<file path="src/rtl/bw_io_impctl_pkg.sv">
// Shared types and helpers for the multi-channel impedance-control averaging counter.
package bw_io_impctl_pkg;

  // Averaging FSM: accumulate samples, or wait for the consumer to accept a result.
  typedef enum logic [0:0] {
    COUNT = 1'b0,
    HOLD  = 1'b1
  } avg_state_e;

  // Default window length and the width of its sample counter.
  localparam int WIN_DEFAULT = 256;
  localparam int WIN_W       = $clog2(WIN_DEFAULT);

  // Re-centre value of a counter of the given width: 2^(width-1).
  function automatic int avg_mid(input int width);
    return 1 << (width - 1);
  endfunction

  // Bits needed to count 0..win-1, never less than one.
  function automatic int avg_win_w(input int win);
    return (win > 1) ? $clog2(win) : 1;
  endfunction

endpackage

</file>
<file path="src/rtl/bw_io_impctl_avgcnt_ch.sv">
// One comparator channel: a saturating up/down counter that re-centres on demand,
// plus the hysteresis compare evaluated on the value the counter is about to take.
module bw_io_impctl_avgcnt_ch
  import bw_io_impctl_pkg::*;
#(
  parameter int WIDTH = 9,
  parameter int THR   = 8
) (
  input  logic l2clk,
  input  logic avgcntr_rst,
  input  logic step,
  input  logic dir,
  input  logic load_mid,
  output logic up_hit,
  output logic dn_hit,
  output logic sgn
);

  localparam int               MID_I  = avg_mid(WIDTH);
  localparam logic [WIDTH-1:0] MID_V  = MID_I[WIDTH-1:0];
  localparam logic [WIDTH-1:0] MAX_V  = {WIDTH{1'b1}};
  localparam logic [WIDTH-1:0] MIN_V  = {WIDTH{1'b0}};
  localparam logic [WIDTH-1:0] THR_V  = THR[WIDTH-1:0];
  localparam logic [WIDTH-1:0] UP_LIM = MID_V + THR_V;
  localparam logic [WIDTH-1:0] DN_LIM = MID_V - THR_V;

  logic [WIDTH-1:0] cnt;
  logic [WIDTH-1:0] cnt_nxt;

  // Next counter value: one step toward the comparator's direction, clamped at both rails.
  always_comb begin
    cnt_nxt = cnt;
    if (step) begin
      if (dir) begin
        if (cnt != MAX_V) cnt_nxt = cnt + 1'b1;
      end else begin
        if (cnt != MIN_V) cnt_nxt = cnt - 1'b1;
      end
    end
  end

  // The decision must see the final sample of the window, so compare the post-step value.
  always_comb begin
    up_hit = (cnt_nxt >= UP_LIM);
    dn_hit = (cnt_nxt <= DN_LIM);
  end

  // Counter register; re-centres on reset and at the end of every window.
  always_ff @(posedge l2clk) begin
    if (avgcntr_rst || load_mid) begin
      cnt <= MID_V;
    end else begin
      cnt <= cnt_nxt;
    end
  end

  assign sgn = cnt[WIDTH-1];

endmodule

</file>
<file path="src/rtl/bw_io_impctl_avgcnt_mc.sv">
// Multi-channel averaging counter: shared sample window, per-channel counters,
// and a valid/ack handshake carrying the per-channel advance-up/advance-down result.
module bw_io_impctl_avgcnt_mc
  import bw_io_impctl_pkg::*;
#(
  parameter int NCH   = 2,
  parameter int WIDTH = 9,
  parameter int WIN   = 256,
  parameter int THR   = 8
) (
  input  logic           l2clk,
  input  logic           avgcntr_rst,
  input  logic           sclk,
  input  logic [NCH-1:0] above,
  input  logic           adv_ack,
  output logic           adv_vld,
  output logic [NCH-1:0] adv_up,
  output logic [NCH-1:0] adv_dn,
  output logic [NCH-1:0] adv_sgn
);

  localparam int             WCW      = avg_win_w(WIN);
  localparam int             WIN_M1   = WIN - 1;
  localparam logic [WCW-1:0] WIN_LAST = WIN_M1[WCW-1:0];
  localparam logic [WCW-1:0] WIN_ONE  = {{(WCW-1){1'b0}}, 1'b1};

  avg_state_e     state;
  logic [WCW-1:0] win_cnt;
  logic           sample;
  logic           last_sample;
  logic [NCH-1:0] up_hit;
  logic [NCH-1:0] dn_hit;

  // Samples only count while accumulating; a strobe during HOLD (including the ack cycle) is dropped.
  always_comb begin
    sample      = (state == COUNT) && sclk;
    last_sample = sample && (win_cnt == WIN_LAST);
  end

  for (genvar g = 0; g < NCH; g++) begin : g_ch
    bw_io_impctl_avgcnt_ch #(
      .WIDTH (WIDTH),
      .THR   (THR)
    ) u_ch (
      .l2clk       (l2clk),
      .avgcntr_rst (avgcntr_rst),
      .step        (sample),
      .dir         (above[g]),
      .load_mid    (last_sample),
      .up_hit      (up_hit[g]),
      .dn_hit      (dn_hit[g]),
      .sgn         (adv_sgn[g])
    );
  end

  // Window counter, FSM and result registers; reset discards any pending result.
  always_ff @(posedge l2clk) begin
    if (avgcntr_rst) begin
      state   <= COUNT;
      win_cnt <= '0;
      adv_vld <= 1'b0;
      adv_up  <= '0;
      adv_dn  <= '0;
    end else begin
      case (state)
        COUNT: begin
          if (last_sample) begin
            win_cnt <= '0;
            adv_vld <= 1'b1;
            adv_up  <= up_hit;
            adv_dn  <= dn_hit;
            state   <= HOLD;
          end else if (sample) begin
            win_cnt <= win_cnt + WIN_ONE;
          end
        end
        HOLD: begin
          if (adv_ack) begin
            adv_vld <= 1'b0;
            adv_up  <= '0;
            adv_dn  <= '0;
            state   <= COUNT;
          end
        end
        default: begin
          state <= COUNT;
        end
      endcase
    end
  end

endmodule
</file>
<file path="config.mk">
export PLATFORM = sky130hd
export DESIGN_NAME = bw_io_impctl_avgcnt_mc
export DESIGN_NICKNAME = d
export VERILOG_FILES = /design/src/rtl/bw_io_impctl_pkg.sv /design/src/rtl/bw_io_impctl_avgcnt_ch.sv /design/src/rtl/bw_io_impctl_avgcnt_mc.sv
export SDC_FILE = /design/constraint.sdc
export NUM_CORES = 1
export LEC_CHECK = 0
export ABC_AREA = 1
export CORE_ASPECT_RATIO = 0.5
export CORE_MARGIN = 4
export CORE_UTILIZATION = 35
export CTS_BUF_LIST = sky130_fd_sc_hd__clkbuf_4 sky130_fd_sc_hd__clkbuf_8 sky130_fd_sc_hd__clkbuf_16
export DETAILED_ROUTE_END_ITERATION = 8
export GPL_TIMING_DRIVEN = 1
export HOLD_SLACK_MARGIN = 0.02
export PLACE_DENSITY = 0.52
export SLEW_MARGIN = 40
export SYNTH_ARGS = -nofsm -noshare
export SYNTH_HDL_FRONTEND = slang
export SYNTH_SLANG_ARGS = --single-unit
</file>
<file path="constraint.sdc">
create_clock -name l2clk -period 2.1 [get_ports l2clk]
set_clock_uncertainty 0.05 [all_clocks]
set_input_delay 0.315 -clock l2clk [delete_from_list [all_inputs] [get_ports l2clk]]
set_output_delay 0.315 -clock l2clk [all_outputs]
set_load 0.01 [all_outputs]
</file>
Word-level counts from Yosys, hierarchy flattened. Cells that the tools add are included. Widths: inputs -> output; s select.

Word-level logic and storage cells: 51. Bits in registers: 32. Output and inout port bits: 7. Input port bits: 6.

Magnitude comparators: 4. Add/sub/neg operators: 5. Bitwise gates (word level): 1. Reductions and logical operators: 8. Eq/ne operators: 5. Muxes and demuxes: 21.

Operators by type and width (number): $mux 9 (8); $add 9x1->9 const B (2); $ge 9x9->1 const B (2); $le 9x8->1 const B (2); $ne 9x9->1 const B (2); $reduce_bool 9->1 (2); $sub 9x1->9 const B (2); $mux 8 (2); $add 8x1->8 const B (1); $eq 8x8->1 const B (1); $pmux 2 s2 (2); $mux 2 (3); $mux 1 (4); $pmux 1 s2 (2); $reduce_and 2->1 (2); $logic_and 1x1->1 (2); $ne 2x1->1 const B (1); $ne 2x2->1 const B (1); $reduce_bool 2->1 (1); $logic_or 1x1->1 (1); $not 1->1 (1).

Depth between registers and ports, before layout.
Depth after elaboration: 7. Depth in mapped cells: 15. Depth with buffers taken out: 15.

Modules after synthesis. A second synthesis with hierarchy kept.

Cells, all modules: 506. Area, all modules: 2896.5 um2.

Modules (own cells, without submodules): bw_io_impctl_avgcnt_ch (seq. area each 180.2 um2, area an instance 1102.3 um2, times used 2, cells an instance 210); bw_io_impctl_avgcnt_mc (seq. area each 280.3 um2, area an instance 691.9 um2, times used 1, cells an instance 86).

Worst setup path after synthesis. OpenSTA, ideal clock, no wires.

Path kind: flip-flop to flip-flop. Start: register g_ch[1].u_ch.cnt[1]. End: register adv_dn[1]. Data arrival time: 1.517 ns. Period minus slack after synthesis: 1.698 ns. Slack: 0.402 ns. Data required time: 1.920 ns. Library setup time: 0.130 ns. Stages on the path, launching flop included: 15. Path buffers: 0. Path through: dfxtp_1 ha_1 nand2_1 nor2_2 nand3_2 inv_1 nand2_1 nand3_1 nand2_1 nand2_1 nand2_1 nor2_1 nand3_1 nand2_1 a21oi_1.

Longest elaborated chain between the ends: 7. Elaborated cells between the ends (all ways): 11. Classes of those cells: add/sub: 2; order compare: 1; eq/ne: 1; mux: 6; reduce/logical: 1.

RTL lines: start, declared (RTL line bw_io_impctl_avgcnt_ch.sv:27) `logic [WIDTH-1:0] cnt;`; start signal, assigned (RTL line bw_io_impctl_avgcnt_ch.sv:53) `cnt <= cnt_nxt;`; $sub 9x1->9 (tied with other cells) (RTL line bw_io_impctl_avgcnt_ch.sv:37) `if (cnt != MIN_V) cnt_nxt = cnt - 1'b1;`; $mux 9 (on tied branches) (RTL line bw_io_impctl_avgcnt_ch.sv:37, bw_io_impctl_avgcnt_ch.sv:35); $mux 9 (RTL line bw_io_impctl_avgcnt_ch.sv:34) `if (dir) begin`; $mux 9 * (RTL line bw_io_impctl_avgcnt_ch.sv:33) `if (step) begin`; $le 9x8->1 * (RTL line bw_io_impctl_avgcnt_ch.sv:45) `dn_hit = (cnt_nxt <= DN_LIM);`; $mux 2 * (RTL line bw_io_impctl_avgcnt_mc.sv:67) `if (last_sample) begin`; $pmux 2 s2 * (RTL line bw_io_impctl_avgcnt_mc.sv:65) `case (state)`; end signal, assigned (RTL line bw_io_impctl_avgcnt_mc.sv:71) `adv_dn <= dn_hit;`; end, declared (RTL line bw_io_impctl_avgcnt_mc.sv:18) `output logic [NCH-1:0] adv_dn,`.

Mark *: on every way between the ends. The rest lies on a longest branch, timed or not. The select of a mux whose other input is x is not followed. A chain may end at the register's enable or synchronous reset.

Worst setup path after layout. Ends and elaborated chain as after synthesis.

==> results.cfg <==
[placed_design]
postPlaceCellArea_um2 = 2753
dpl.hpwl_mm = 4.749
dp_cells = 515
place_congestion = 0.9105
io_buffers = 12

[hold_path]
hp-class = flop to flop
whs_path_depth = 2

[cells_and_area]
n_fill_cell = 732
postLayoutCoreUtil = 0.4413
fin_nets = 443
drive_gt1_frac = 0.1415
area.growth.synth_to_final_pct = 22.48
final_area_um2 = 2945
antenna_cells = 0
final_cells = 523

[clock_network]
numCtsBuffers = 5
clock-sinks = 32
cts_setup_buffers = 0
ctsHoldBuffers = 0
clock_path_buffers = 2
clkTransAtPathRegs_ns = 0.06
htree_levels = 2
clkLatencyLatePin_ns = 0.28
root_buffer = clkbuf_16
cts_tree = done

[synthesis]
synth_edf_count = 0
syn_area_um2 = 2405
ys_types = 31
synth_warnings = 0
synth_seq_cells = 32
async_flop_share = 0
synth_fp_nets = 412
synth_top_area_cell = dfxtp_1
synth_area_leaders = dfxtp_1, nand2_1, nand3_1
yosysSeqAreaShare = 0.2664
synth_ff_type = dfxtp_1
synth_top_cell_area_share = 0.2664
syn_avg_cell_area_um2 = 6.027
syn_inst = 399

[worst_setup_path]
critPathArrivalTime_ns = 2.05
cp-end-kind = flop
crit_fanout = 7
cp-start-kind = flop
reg2reg_depth = 13
critPathKind = flop to flop
cp.required_ns = 2.22
r2r_slack_ns = 0.17

[power_and_ir_drop]
p_total_mw = 2.002
power_density_nw_per_um2 = 679.8
total_leakage_power_nw = 1.403
peakVddDrop_uv = 294.9

[sta]
fin_setup_tns_ns = 0
setup_viol = 0
final_max_slew_viol_count = 0
fin_crit_ns = 1.928
fin_crit_sh = 0.9181
worst_slew_pin_slew_ns = 0.3106
slew-limit-headroom = 0.7927
final_hold_viol_count = 0
fmax_mhz = 518.7

[route]
ant_nets = 0
drt_wl_total_mm = 6.184
dr.pass1.iters = 4
wl_per_cell_um = 11.82
drt_iter0_drc = 119
dr_total_vias = 2540
vias_per_cell = 4.857
drc = 0

[global_routing]
grt_max_degree = 24
first_global_vias = 2435
grt_pass1_wl_mm = 10.89
track_usage = 0.1587
overflow = 0
antenna_found_initial = 0

[floorplan]
std_cell_rows = 21
io_pins = 13
dieArea_um2 = 8342
core_um2 = 6674
dieWidth_um = 125.2
die_h_um = 66.62
start_util = 0.3603

[status]
status = finished clean

[run]
drv_cap = 0
[report_power, final]
part	internal [mW]	switching, mW
Combinational	0.195	0.290
Clock	0.557	0.271
Sequential	0.642	0.0475
[registers in the layout, indices dropped and copies added, names as in the netlist]
name / count
adv_up: 2
adv_vld: 1
g_ch.u_ch.cnt: 18
win_cnt: 8
adv_dn: 2
state: 1
[critical path, cell delays in order, from the launching register on]
cell and delay (ns):
dfxtp_1 0.40, ha_1 0.23, nand2_1 0.11, nor2_4 0.16
nand3_4 0.13, nand2_1 0.11, nand2_1 0.05, nand2_1 0.08
xor2_1 0.15, inv_1 0.07, nand2_1 0.08, nand3_1 0.08
nand2_1 0.06, a21oi_1 0.05
[metal layers]
metal | vias up | routed length [um] | track usage
met3 | 10 | 184 | 0.03042
li1 | 1329 | - | -
met4 | 0 | 118 | 0.05946
met5 | - | 0 | 0
met2 | 54 | 2854 | 0.2781
met1 | 1147 | 3026 | 0.1966
[path summary, 6_finish.rpt]
kind,from,endpoint
setup reg to reg,g_ch[1].u_ch.cnt[1],adv_dn[1]
hold / removal,adv_up[0],adv_up[0]
hold reg to reg,adv_up[0],adv_up[0]
setup / recovery,g_ch[1].u_ch.cnt[1],adv_dn[1]
[logic make-up (layout without fill, tap and decap cells)]
family | after synthesis | in the layout | synth area share
compound gates | 35 | 35 | 0.07701
xor+xnor | 10 | 10 | 0.03642
fa+ha+maj | 7 | 7 | 0.03642
buf+inv | 61 | 93 | 0.1098
flops | 32 | 32 | 0.2664
simple gates | 254 | 254 | 0.4740
[stage by stage]
| stage | hold slack [ns] | worst slack, ns |
|---|---|---|
| after floorplan | 0.4017 | 0.4023 |
| after global placement | 0.4080 | -0.09993 |
| after detailed placement | 0.4090 | -0.1506 |
| after CTS | 0.4164 | 0.09950 |
| after global routing | 0.4359 | -0.02034 |
| final | 0.4100 | 0.1720 |
[cells in the mapped netlist, drive strengths merged, types with 2 or more instances]
library cell / n
buf: 11
nand2: 128
nand3: 51
a21oi: 19
ha: 7
nand4: 10
dfxtp: 32
inv: 47
xor2: 9
nor2: 57
clkinv: 2
or2: 2
nor3: 6
o21ai: 13
[cell type report]
cell class / instances / area, um^2 / area share
inverter: 49 / 183.9 / 0.06245
sequential: 32 / 643.1 / 0.2184
clock buffer: 5 / 125.1 / 0.04248
clock inverter: 3 / 42.54 / 0.01444
tap: 92 / 115.1 / 0.03908
timing repair buffer: 36 / 312.8 / 0.1062
multi-input combinational: 306 / 1523 / 0.5170
[cells in the final DEF, fill, tap and decap left out, types with 2 or more instances in the layout]
cell	n
o21ai_1	4
inv_2	9
nor3_4	2
nor2_1	52
nand2_2	3
nor3_1	4
clkbuf_16	5
nand2_1	124
nand3_1	48
dfxtp_2	2
nand4_1	10
nand3_4	3
clkinv_1	2
dfxtp_1	30
nor2_2	2
o21ai_0	9
a21oi_1	18
ha_1	6
inv_1	38
clkdlybuf4s50_1	12
xor2_1	9
nor2_4	3
buf_4	23
[what timing repair did]
action / 4_1_cts / 5_1_grt
setup endpoints to repair: 0 / 5
hold endpoints to repair: 0 / 0
resized for setup: 0 / 13
Note: power is estimated with default switching activity, not from simulation.
